<file path="config.mk">
export PLATFORM = sky130hd
export DESIGN_NAME = im_fetch_sequencer
export DESIGN_NICKNAME = d
export VERILOG_FILES = /design/src/rtl/im_fetch_sequencer_pkg.sv /design/src/rtl/im_fetch_sequencer_pc_reg.sv /design/src/rtl/im_fetch_sequencer.sv
export SDC_FILE = /design/constraint.sdc
export NUM_CORES = 1
export LEC_CHECK = 0
export CAP_MARGIN = 20
export CORE_UTILIZATION = 31
export CTS_CLUSTER_SIZE = 20
export DETAILED_ROUTE_END_ITERATION = 6
export GPL_TIMING_DRIVEN = 0
export PLACE_DENSITY = 0.66
export SYNTH_ARGS = -nofsm -noshare
export SYNTH_HDL_FRONTEND = slang
export SYNTH_HIERARCHICAL = 1
export SYNTH_SLANG_ARGS = --single-unit
</file>
<file path="constraint.sdc">
create_clock -name clk_i -period 13.8 [get_ports clk_i]
set_input_delay 2.76 -clock clk_i [delete_from_list [all_inputs] [get_ports clk_i]]
set_output_delay 2.76 -clock clk_i [all_outputs]
set_load 0.1 [all_outputs]
</file>
<file path="src/rtl/im_fetch_sequencer_pkg.sv">
// Shared encodings and widths for the IM fetch path; reused by datapath control and loader.
package im_fetch_sequencer_pkg;

    typedef logic [1:0] state_t;

    localparam logic [1:0] ST_IDLE = 2'b00;
    localparam logic [1:0] ST_LOAD = 2'b01;
    localparam logic [1:0] ST_RUN  = 2'b10;
    localparam logic [1:0] ST_HALT = 2'b11;

    localparam int ADDR_W_DEF   = 32;
    localparam int IM_DEPTH_DEF = 256;
    localparam int INST_W       = 32;

endpackage

</file>
<file path="src/rtl/im_fetch_sequencer_pc_reg.sv">
// PC register with next-pc selection: reset load, redirect, +1 step, hold.
module im_pc_reg #(
    parameter int                ADDR_W   = 32,
    parameter logic [ADDR_W-1:0] RESET_PC = '0
) (
    input  logic              clk_i,
    input  logic              rst_n_i,
    input  logic              load_reset_i,
    input  logic              advance_i,
    input  logic              redirect_i,
    input  logic [ADDR_W-1:0] redirect_pc_i,
    output logic [ADDR_W-1:0] issue_addr_o
);

    logic [ADDR_W-1:0] pc_q;
    logic [ADDR_W-1:0] pc_d;

    // A redirect target is issued in the redirect cycle itself, so the
    // register then moves on to target+1 and only one bubble is seen.
    assign issue_addr_o = redirect_i ? redirect_pc_i : pc_q;

    always_comb begin
        pc_d = pc_q;
        if (load_reset_i) begin
            pc_d = RESET_PC;
        end else if (advance_i) begin
            pc_d = issue_addr_o + ADDR_W'(1);
        end
    end

    always_ff @(posedge clk_i) begin
        if (!rst_n_i) begin
            pc_q <= RESET_PC;
        end else begin
            pc_q <= pc_d;
        end
    end

endmodule

</file>
<file path="src/rtl/im_fetch_sequencer.sv">
// Owns the IM port: loader writes, instruction fetch reads, PC sequencing.
//  state | meaning
//  IDLE  | waiting for a loader word or run
//  LOAD  | accepting loader writes until load_done
//  RUN   | fetching one word per cycle, presenting inst/pc pairs
//  HALT  | fetch stopped (halt_req or fault), PC frozen until run drops
module im_fetch_sequencer
    import im_fetch_sequencer_pkg::*;
#(
    parameter int                ADDR_W   = ADDR_W_DEF,
    parameter int                IM_DEPTH = IM_DEPTH_DEF,
    parameter logic [ADDR_W-1:0] RESET_PC = '0
) (
    input  logic              clk_i,
    input  logic              rst_n_i,
    input  logic              load_valid_i,
    output logic              load_ready_o,
    input  logic [ADDR_W-1:0] load_addr_i,
    input  logic [INST_W-1:0] load_data_i,
    input  logic              load_done_i,
    input  logic              run_i,
    input  logic              stall_i,
    input  logic              redirect_valid_i,
    input  logic [ADDR_W-1:0] redirect_pc_i,
    input  logic              halt_req_i,
    output logic [ADDR_W-1:0] im_addr_o,
    output logic              im_we_o,
    output logic [INST_W-1:0] im_wdata_o,
    input  logic [INST_W-1:0] im_rdata_i,
    output logic [INST_W-1:0] inst_o,
    output logic [ADDR_W-1:0] inst_pc_o,
    output logic              inst_valid_o,
    output logic [1:0]        state_o,
    output logic              fault_o
);

    localparam logic [ADDR_W-1:0] DEPTH_A = ADDR_W'(IM_DEPTH);

    state_t            state_q, state_d;
    logic              fetch_valid_q, fetch_valid_d;
    logic [ADDR_W-1:0] fetch_pc_q, fetch_pc_d;
    logic [INST_W-1:0] inst_q, inst_d;
    logic [ADDR_W-1:0] inst_pc_q, inst_pc_d;
    logic              inst_valid_q, inst_valid_d;
    logic              fault_q, fault_d;

    logic              pc_load_reset;
    logic              pc_advance;
    logic              pc_redirect;
    logic [ADDR_W-1:0] issue_addr;
    logic              stall_hold;
    logic              issue_oob;
    logic              load_in_range;
    logic              im_we_c;
    logic [ADDR_W-1:0] im_addr_c;
    logic [INST_W-1:0] im_wdata_c;

    assign pc_redirect   = (state_q == ST_RUN) && redirect_valid_i;
    assign stall_hold    = stall_i && !redirect_valid_i;
    assign issue_oob     = issue_addr >= DEPTH_A;
    assign load_in_range = load_addr_i < DEPTH_A;

    im_pc_reg #(
        .ADDR_W   (ADDR_W),
        .RESET_PC (RESET_PC)
    ) u_pc_reg (
        .clk_i         (clk_i),
        .rst_n_i       (rst_n_i),
        .load_reset_i  (pc_load_reset),
        .advance_i     (pc_advance),
        .redirect_i    (pc_redirect),
        .redirect_pc_i (redirect_pc_i),
        .issue_addr_o  (issue_addr)
    );

    always_comb begin
        state_d       = state_q;
        fetch_valid_d = fetch_valid_q;
        fetch_pc_d    = fetch_pc_q;
        inst_d        = inst_q;
        inst_pc_d     = inst_pc_q;
        inst_valid_d  = inst_valid_q;
        fault_d       = fault_q;
        pc_load_reset = 1'b0;
        pc_advance    = 1'b0;
        im_we_c       = 1'b0;
        im_addr_c     = '0;
        im_wdata_c    = '0;

        case (state_q)
            ST_IDLE: begin
                if (load_valid_i) begin
                    state_d = ST_LOAD;
                end else if (run_i) begin
                    state_d       = ST_RUN;
                    pc_load_reset = 1'b1;
                    fetch_valid_d = 1'b0;
                    inst_valid_d  = 1'b0;
                end
            end

            ST_LOAD: begin
                if (load_valid_i) begin
                    im_addr_c  = load_addr_i;
                    im_wdata_c = load_data_i;
                    if (load_in_range) begin
                        im_we_c = 1'b1;
                    end else begin
                        fault_d = 1'b1;
                    end
                end
                if (load_done_i) begin
                    state_d = ST_IDLE;
                end
            end

            ST_RUN: begin
                // While stalled, keep re-reading the word already in flight so
                // its data is still on im_rdata when the stall releases.
                im_addr_c = (stall_hold && fetch_valid_q) ? fetch_pc_q : issue_addr;
                if (halt_req_i) begin
                    state_d       = ST_HALT;
                    inst_valid_d  = 1'b0;
                    fetch_valid_d = 1'b0;
                end else if (!run_i) begin
                    state_d       = ST_IDLE;
                    inst_valid_d  = 1'b0;
                    fetch_valid_d = 1'b0;
                end else if (!stall_hold) begin
                    if (issue_oob) begin
                        fault_d       = 1'b1;
                        state_d       = ST_HALT;
                        inst_valid_d  = 1'b0;
                        fetch_valid_d = 1'b0;
                    end else begin
                        pc_advance    = 1'b1;
                        fetch_valid_d = 1'b1;
                        fetch_pc_d    = issue_addr;
                        inst_d        = im_rdata_i;
                        inst_pc_d     = fetch_pc_q;
                        inst_valid_d  = fetch_valid_q && !redirect_valid_i;
                    end
                end
            end

            default: begin
                inst_valid_d  = 1'b0;
                fetch_valid_d = 1'b0;
                if (!run_i) begin
                    state_d = ST_IDLE;
                end
            end
        endcase
    end

    always_ff @(posedge clk_i) begin
        if (!rst_n_i) begin
            state_q       <= ST_IDLE;
            fetch_valid_q <= 1'b0;
            fetch_pc_q    <= '0;
            inst_q        <= '0;
            inst_pc_q     <= '0;
            inst_valid_q  <= 1'b0;
            fault_q       <= 1'b0;
        end else begin
            state_q       <= state_d;
            fetch_valid_q <= fetch_valid_d;
            fetch_pc_q    <= fetch_pc_d;
            inst_q        <= inst_d;
            inst_pc_q     <= inst_pc_d;
            inst_valid_q  <= inst_valid_d;
            fault_q       <= fault_d;
        end
    end

    assign load_ready_o = (state_q == ST_LOAD);
    assign im_we_o      = im_we_c && rst_n_i;
    assign im_addr_o    = im_addr_c;
    assign im_wdata_o   = im_wdata_c;
    assign inst_o       = inst_q;
    assign inst_pc_o    = inst_pc_q;
    assign inst_valid_o = inst_valid_q;
    assign state_o      = state_q;
    assign fault_o      = fault_q;

endmodule
</file>
# Word level (Yosys, flattened, before mapping)
# Cells that the tools add are included.
# op_classes
n_addsub,1
mul,0
n_div,0
magnitude_cmp,2
n_eq_ne,15
shift,0
n_mux,44
bitwise_logic,5
n_reduce_logical,13
# ops
cell,n
two-way mux 32 bit,5
one-hot mux 32 bit (2 select lines),1
adder 32 x 1 -> 32 bit (second input constant),1
greater-or-equal comparator 32 x 9 -> 1 bit (second input constant),1
< comparator 32 x 9 -> 1 bit (second input constant),1
two-way mux 1 bit,26
two-way mux 2 bit,8
inequality test 2 bit (second input constant),8
AND reduction 5 bit,2
inequality test 4 bit (second input constant),2
AND reduction 7 bit,1
one-hot mux 1 bit (3 select lines),2
one-hot mux 2 bit (3 select lines),1
logical AND 1 bit,5
NOT 1 bit,5
inequality test 4 x 2 -> 1 bit (second input constant),1
AND reduction 4 bit,1
inequality test 3 bit (second input constant),1
equality test 2 x 1 -> 1 bit (second input constant),1
equality test 2 bit (second input constant),1
logical NOT 2 bit,1
inequality test 2 x 1 -> 1 bit (second input constant),1
one-hot mux 1 bit (2 select lines),1
nonzero test 2 bit,1
other kinds (2),2
# totals
regBits,133
latch_bits,0
ram_bits,0
rom_bits,0
input_bits,136
out_inout_bits,134
elab_cells,88
mem_count,0

# Longest topological paths before layout
# Gate-level depths: netlist of the first run.
# depth
ltp_word,9
depth_mapped,22
mapped_depth_nobuf,14

# By module
# Netlist of the first run, hierarchy kept.
# by_module_without_submodules
module,n_inst,cells_per_inst,area_each_um2,seq_area_each_um2
im_fetch_sequencer,1,599,4923.5,2021.9
im_pc_reg,1,315,2703.8,640.6

# Worst setup path before layout of the first run
# No wires, ideal clock.
# synth_timing
kind,in2out
from,in redirect_valid_i
to,out im_addr_o[8]
arrival_ns,5.432
t_required_ns,11.040
path_slack_ns,5.608
path_stages,10
path_buffers,5
path_cell_list,and2_1 -> buf_6 -> buf_8 -> buf_8 -> buf_4 -> buf_2 -> mux2_2 -> mux2_2 -> a22oi_1 -> nor2b_1
# synth_between
word_cells_on_any_way,7
classes_between,mux: 3; reduce/logical: 4
# synth_rtl
element,line_no,source
from (decl),im_fetch_sequencer.sv:23,"input logic redirect_valid_i,"
logical AND 1 bit,im_fetch_sequencer.sv:58,assign pc_redirect = (state_q == ST_RUN) && redirect_valid_i;
two-way mux 32 bit,im_fetch_sequencer_pc_reg.sv:20,assign issue_addr_o = redirect_i ? redirect_pc_i : pc_q;
named net issue_addr[8],im_fetch_sequencer.sv:50,logic [ADDR_W-1:0] issue_addr;
two-way mux 32 bit,im_fetch_sequencer.sv:120,im_addr_c = (stall_hold && fetch_valid_q) ? fetch_pc_q : issue_addr;
one-hot mux 32 bit (2 select lines),im_fetch_sequencer.sv:90,case (state_q)
to (decl),im_fetch_sequencer.sv:26,"output logic [ADDR_W-1:0] im_addr_o,"
# The timed path passes the listed nets, and every way through them passes these cells.

# Worst setup path after layout of the first run
# layout_timing
from,in redirect_valid_i
to,out im_addr_o[19]
# layout_between
word_cells_on_any_way,7
classes_between,mux: 3; reduce/logical: 4
# layout_rtl
element,line_no,source
logical AND 1 bit,im_fetch_sequencer.sv:58,
named net pc_redirect,im_fetch_sequencer.sv:49,logic pc_redirect;
two-way mux 32 bit,im_fetch_sequencer_pc_reg.sv:20,
named net issue_addr[19],im_fetch_sequencer.sv:50,
two-way mux 32 bit,im_fetch_sequencer.sv:120,
one-hot mux 32 bit (2 select lines),im_fetch_sequencer.sv:90,
# The timed path passes the listed nets, and every way through them passes these cells.

==> results.tsv, run 1 <==
stage	metric	value	unit
outcome	status	finished, final reports clean	
cts	cts_tree	yes	
placement	dpl_cell_area	10700	um2
synthesis	netlist.area_leader.share	0.349	
pwr	p_sw	0.000671	W
global_route	grt_pass1_wl	47.1	mm
synthesis	muxShareOfSynthArea	0.0884	
cts	hold_buffers	0	
floorplan	chipHeight	159	um
synthesis	synthSimpleGateAreaFrac	0.305	
sta	grt_setup_unrepaired	false	
cts	htreeDepth	4	
worst_setup_path	crit_buf_inv	8	
layout	drive_above_1_share	0.106	
worst_setup_path	worst_setup_path_start_kind	input port	
sta	setup_violations	0	
synthesis	synthTopCellsByArea	dfxtp_1 35%, mux2_2 6.9%, nand3_1 6.4%	
synthesis	async_flop_share	0	
sta	fmax	108	MHz
routing	drt_wl_total	30.6	mm
worst_setup_path	critPathTopFamily	buffers and inverters	
pwr	pwr-share-clk	0.314	
placement	place.gp.congestion	0.905	
cts	clk_pin_slew_worst_paths	60	ps
cts	post_cts_resized	0	
sta	hold_violations	0	
cts	postCtsSetupRepairBufs	0	
routing	route.detailed.vias_per_inst	5.36	
placement	post-place-cells	1506	
floorplan	fp.dieArea	25200	um2
floorplan	start_util	0.315	
global_route	grt_pass1_vias	8095	
synthesis	synthCells	914	
layout	instances_no_fill	1538	
pwr	combPwrFrac	0.437	
synthesis	avgSynthCellArea	8.34	um2
worst_setup_path	max_stage_delay	1200	ps
placement	numPortBuffers	268	
floorplan	placementRows	57	
sta	worst_slew_pin_slew	1110	ps
synthesis	yosysTopAreaCell	dfxtp_1	
sta	fin_worst_skew	7.80	ps
global_route	grt.busiest_layer	met2	
sta	setup_tns	0	ps
synthesis	syn_area	7630	um2
cts	cts_buffers	17	
sta	period_share	0.674	
cts	clock-sinks	133	
global_route	antenna_found_initial	1	
cts	cts_buffer_depth	2	
global_route	grt_use_met1	0.296	
synthesis	syn-num-nets	1054	
placement	hpwl	23.6	mm
worst_setup_path	worstPathArrival	6530	ps
synthesis	yosysMostFrequentCell	dfxtp_1	
synthesis	ys.flop_type	dfxtp_1	
global_route	grt_max_degree	17	
global_route	grtUsageTotal	0.240	
synthesis	synth_seq_cells	133	
synthesis	synth_top_family_by_area	simple AND/OR/NAND/NOR gates	
synthesis	ys_types	78	
layout	regArea	2660	um2
job	max_cap_violations	0	
worst_setup_path	crit_slowest_cell	clkdlybuf4s50_1	
worst_setup_path	critPathCaptureType	output port	
sta	slew_violations	0	
synthesis	yosys.area_share.xor_xnor	0.0103	
worst_setup_path	path_max_fanout	10	
floorplan	ios	270	
sta	maxSlewHeadroom	0.255	
cts	cts_root_buffer	clkbuf_16	
layout	fin_area	11400	um2
pwr	p_leak	4.24	nW
pwr	ir_drop	0.0000826	V
routing	drtIter0Drc	546	
floorplan	die_w	159	um
cts	clk_latency	420	ps
layout	areaGrowthSynthToFinish	48.9	%
routing	vias	8247	
pwr	powerDensity	141	nW/um2
routing	drc	0	
min_path	hp-class	reg2reg	
synthesis	synthTopCellsByCount	133 x dfxtp_1, 116 x nand2_1, 97 x nand3_1, 61 x o21ai_1, 57 x and3_1	
routing	wl_per_cell	19.9	um
sta	final.min_clock_period	9290	ps
routing	ant_nets	0	
layout	multi_input_comb_area	4440	um2
pwr	seq_power_share	0.250	
floorplan	core	24200	um2
pwr	p_int	0.000925	W
global_route	met3_usage	0.0664	
synthesis	synth-edff-count	0	
synthesis	yosysWarningCount	6	
layout	nFillCells	2417	
worst_setup_path	critPathRequiredTime	11040	ps
routing	firstDrtPassIters	7	
worst_setup_path	cp_cell_sequence	clkdlybuf4s50_1 > and2_1 > buf_6 > buf_8 > buf_8 > buf_4 > buf_2 > a21oi_1 > inv_1 > mux2_2 > a22oi_1 > nor2b_1 > clkdlybuf4s50_1	
synthesis	seq_area_frac_synth	0.349	
global_route	gr-total-overflow	0	
worst_setup_path	crit_type	in2out	
synthesis	synth_fa_ha_area_frac	0.00656	
pwr	p_sw_frac	0.421	
synthesis	synth-compound-area-share	0.172	
layout	nets	1341	
global_route	met2_usage	0.397	
[flip-flops by register name (all words and copies together) (netlist names)]
name           count
fetch_pc_q        32
state_o            2
fault_o            1
u_pc_reg/pc_q     32
fetch_valid_q      1
inst_o            32
inst_valid_o       1
inst_pc_o         32
[area by class of cell]
cell class	instances	area share
multi-input combinational	683	0.391
timing repair buffer	268	0.236
sequential	133	0.234
clock buffer	20	0.0411
buffer	79	0.0398
tap	324	0.0357
clock inverter	11	0.0153
inverter	19	0.00628
antenna	1	0.000220
[worst min-delay path: stages (launching register included)]
cell,delay [ps]
dfxtp_1,310
nand2_1,50
o21ai_1,50
[placed cells by master (no fill, tap or decap), types with 6 or more instances in the layout]
cell type,synthesis,final
nand3_1,97,97
o311ai_1,6,6
nand2_1,116,116
dfxtp_1,133,133
mux2i_1,10,10
o21ai_0,24,24
nand4_1,11,11
nand2b_1,7,7
o21ai_1,61,61
nor2b_1,39,39
and2_1,6,6
o22ai_1,9,9
clkbuf_16,0,17
a22oi_1,34,34
nor2_1,21,21
inv_1,18,18
o211ai_1,6,6
and3_1,57,57
nor4_1,14,14
clkbuf_1,51,51
clkdlybuf4s50_1,0,268
nand3b_1,11,11
mux2_2,47,47
buf_6,13,13
a21oi_1,6,6
[worst paths after layout]
check	from	to	slack (ps)	cells past startpoint
max reg2reg	state_o[0]	u_pc_reg/pc_q[30]	7730	21
min	inst_o[17]	inst_o[17]	450	2
max	redirect_valid_i	im_addr_o[19]	4510	13
min reg2reg	inst_o[17]	inst_o[17]	450	2
[metrics by stage]
step                worst slack (ps)  hold slack [ps]  power [W]  utilization
floorplan                       5610              436   0.000888            -
detailed placement              4620              442    0.00110        0.442
global route                    4420              461    0.00165        0.468
finish                          4510              448    0.00160        0.468
global placement                4600              436    0.00110        0.442
CTS                             4610              449    0.00160        0.468
[routing by layer]
| metal | vias to the layer above | wire [um] |
|---|---|---|
| li1 | 3909 | - |
| met1 | 3909 | 12500 |
| met2 | 386 | 14400 |
| met3 | 43 | 2690 |
| met4 | 0 | 946 |
| met5 | - | 0 |
[cells by family after synthesis]
group / after synthesis
AOI/OAI and AO/OA: 190
xor gates and xnor gates: 9
adders and majority gates: 4
buffers and inverters: 98
DFF: 133
muxes: 60
and+or+nand+nor: 420
[power groups by stage]
stage | clock network (W) | registers [W] | logic (W)
floorplan | 0 | 0.000456 | 0.000432
global placement | 0 | 0.000407 | 0.000691
detailed placement | 0 | 0.000407 | 0.000693
CTS | 0.000506 | 0.000399 | 0.000695
global route | 0.000523 | 0.000399 | 0.000728
finish | 0.000501 | 0.000399 | 0.000697
Power figures use the tool's default switching activity.
==> inputs of run 2 (changes only) <==
- clock period: 13.8 -> 9.59 ns (I/O delays scaled with it)
==> results of run 2 <==
Same layout as run 1 (identical final DEF). Status: finished, final reports clean.
Among the figures that moved: setup slack after placement 4620 ps -> 2090 ps; setup slack after layout 4510 ps -> 1980 ps; register-to-register setup slack 7730 ps -> 3520 ps; total power 0.00160 W -> 0.00230 W; worst IR drop on VDD 0.0000826 V -> 0.000119 V
==> inputs of run 3 (changes only) <==
- PLACE_DENSITY: 0.66 -> 0.68
- clock period: 9.59 -> 6.9 ns (I/O delays scaled with it)
==> run 3 against run 2 <==
Net effect: via count fell by 0.53%; design area decreased by 0.18%; setup slack lost 1700 ps; routed wire length is essentially flat; combinational power up 39%; sequential share of layout area about the same; worst hold slack improved by 0.88 ps; sequential power rose by 39%; critical path type is now reg2out.
==> results.tsv, run 3 (same netlist as run 1, synthesis figures left out) <==
stage	metric	value	unit
global_route	grt_pass1_wl	46.6	mm
layout	fin_area	11300	um2
cts	cts_buffer_depth	2	
layout	layout_common_cells	267 x clkdlybuf4s50_1, 133 x dfxtp_1, 116 x nand2_1	
cts	cts_buffers	17	
global_route	grt_max_degree	17	
worst_setup_path	startpoint	state_o[0]	
routing	drt_wl_total	30.6	mm
cts	cts_root_buffer	clkbuf_16	
layout	drive_above_1_share	0.105	
worst_setup_path	critPathTopFamily	buffers and inverters	
worst_setup_path	crit_buf_inv	10	
global_route	grt_pass1_vias	8061	
floorplan	placementRows	57	
worst_setup_path	crit_type	reg2out	
sta	setup_violations	0	
layout	multi_input_comb_area	4440	um2
pwr	p_leak	4.25	nW
routing	drc	0	
sta	final.min_clock_period	6660	ps
routing	ant_nets	0	
routing	route.detailed.vias_per_inst	5.32	
routing	firstDrtPassIters	5	
global_route	grtUsageTotal	0.240	
sta	grt_setup_unrepaired	false	
worst_setup_path	crit_slowest_cell	clkdlybuf4s50_1	
sta	setup_tns	0	ps
cts	clk_pin_slew_worst_paths	60	ps
worst_setup_path	regToRegStartpoint	state_o[0]	
placement	hpwl	23.8	mm
global_route	antenna_found_initial	4	
min_path	hp-class	reg2reg	
floorplan	fp.dieArea	25200	um2
sta	fin_worst_skew	12.1	ps
sta	maxSlewHeadroom	0.255	
layout	nFillCells	2415	
sta	period_share	0.965	
job	max_cap_violations	0	
layout	final_common_cell	clkdlybuf4s50_1	
min_path	min-delay-start	inst_o[0]	
floorplan	ios	270	
worst_setup_path	max_stage_delay	1180	ps
cts	htreeDepth	4	
floorplan	core	24200	um2
placement	numPortBuffers	268	
global_route	gr-total-overflow	0	
placement	place.gp.congestion	0.931	
cts	cts_tree	yes	
pwr	powerDensity	277	nW/um2
floorplan	start_util	0.315	
outcome	status	finished, final reports clean	
worst_setup_path	worst_setup_path_start_kind	register	
sta	fmax	150	MHz
cts	postCtsSetupRepairBufs	0	
worst_setup_path	worstPathArrival	5280	ps
worst_setup_path	path_max_fanout	10	
layout	regArea	2660	um2
routing	vias	8203	
floorplan	chipHeight	159	um
worst_setup_path	critPathCaptureType	output port	
cts	clock-sinks	133	
pwr	ir_drop	0.000189	V
layout	areaGrowthSynthToFinish	48.7	%
routing	wl_per_cell	19.8	um
worst_setup_path	cp_cell_sequence	inv_1 > ha_1 > clkbuf_1 > clkbuf_1 > and2_1 > buf_6 > buf_8 > buf_8 > buf_4 > buf_2 > a21oi_1 > inv_1 > mux2_2 > a22oi_1 > nor2b_1 > clkdlybuf4s50_1	
layout	nets	1341	
floorplan	die_w	159	um
placement	dpl_cell_area	10700	um2
sta	hold_violations	0	
sta	hold_ws	449	ps
worst_setup_path	critPathRequiredTime	5520	ps
routing	drtIter0Drc	552	
sta	worst_slew_pin_slew	1110	ps
sta	slew_violations	0	
cts	clk_latency	430	ps
-- run 3: cell types whose count changed in the layout (fill, tap and decap cells not counted), sizes merged --
| cell | delta |
|---|---|
| bufinv | -1 |
| clkinvlp | -1 |
| dlymetal6s2s | +1 |
| clkinv | +2 |
| clkbuf | +1 |
| diode | +3 |
| clkdlybuf4s50 | -1 |
-- run 3: path summary, 6_finish.rpt --
check | endpoint | slack (ps) | cells past startpoint
worst max-delay path | im_addr_o[19] | 240 | 16
worst min-delay path | inst_o[0] | 450 | 2
worst max register to register | u_pc_reg/pc_q[30] | 770 | 21
worst min register to register | inst_o[0] | 450 | 2
-- run 3: final cells by class --
cell class	instances	share of cell area
Multi-Input combinational cell	683	0.392
Timing Repair Buffer	268	0.237
Sequential cell	133	0.235
Clock buffer	21	0.0406
Buffer	79	0.0398
Tap cell	324	0.0358
Clock inverter	11	0.0132
Inverter	19	0.00629
Antenna cell	4	0.000883
-- run 3: metal layers --
metal / vias to the layer above / track usage / wire (um)
li1: 3918 / - / -
met1: 3880 / 0.280 / 12200
met2: 357 / 0.403 / 14500
met3: 48 / 0.0841 / 2960
met4: 0 / 0.0892 / 882
met5: - / 0 / 0
-- run 3: per-stage QoR --
step | power [W] | util | cells | setup slack (ps)
floorplan | 0.00178 | - | 914 | 1020
global placement | 0.00219 | 0.442 | 1506 | 424
detailed placement | 0.00219 | 0.442 | 1506 | 379
CTS | 0.00315 | 0.467 | 1538 | 184
global route | 0.00325 | 0.468 | 1542 | 23.0
finish | 0.00314 | 0.468 | 1542 | 238
-- run 3: worst reg2reg max path, stage by stage, from the launching register on --
cell and delay [ps]:
dfxtp_1 340, inv_1 90, ha_1 270, clkbuf_1 460, clkbuf_1 500, and2_1 260, buf_6 160, buf_8 150
buf_8 150, buf_4 190, buf_2 310, mux2i_1 420, inv_1 130, nor4_2 270, nand3b_1 220, nor3_1 280
buf_6 190, clkinv_1 320, nor2_1 520, clkbuf_1 460, o311ai_0 230, o311ai_1 130
-- run 3: repair_timing --
item,in CTS,in global routing
endpoints found under the setup margin,0,1
hold buffers,0,0
endpoints found under the hold margin,0,0
resized for setup,0,1
-- run 3: where the power goes --
| part | internal [W] | switching (W) | total (W) | leakage, nW |
|---|---|---|---|---|
| clock | 0.000589 | 0.000366 | 0.000955 | 0.294 |
| sequential | 0.000784 | 0.0000122 | 0.000796 | 1.07 |
| combinational | 0.000432 | 0.000958 | 0.00139 | 2.88 |
| total | 0.00180 | 0.00134 | 0.00314 | 4.25 |
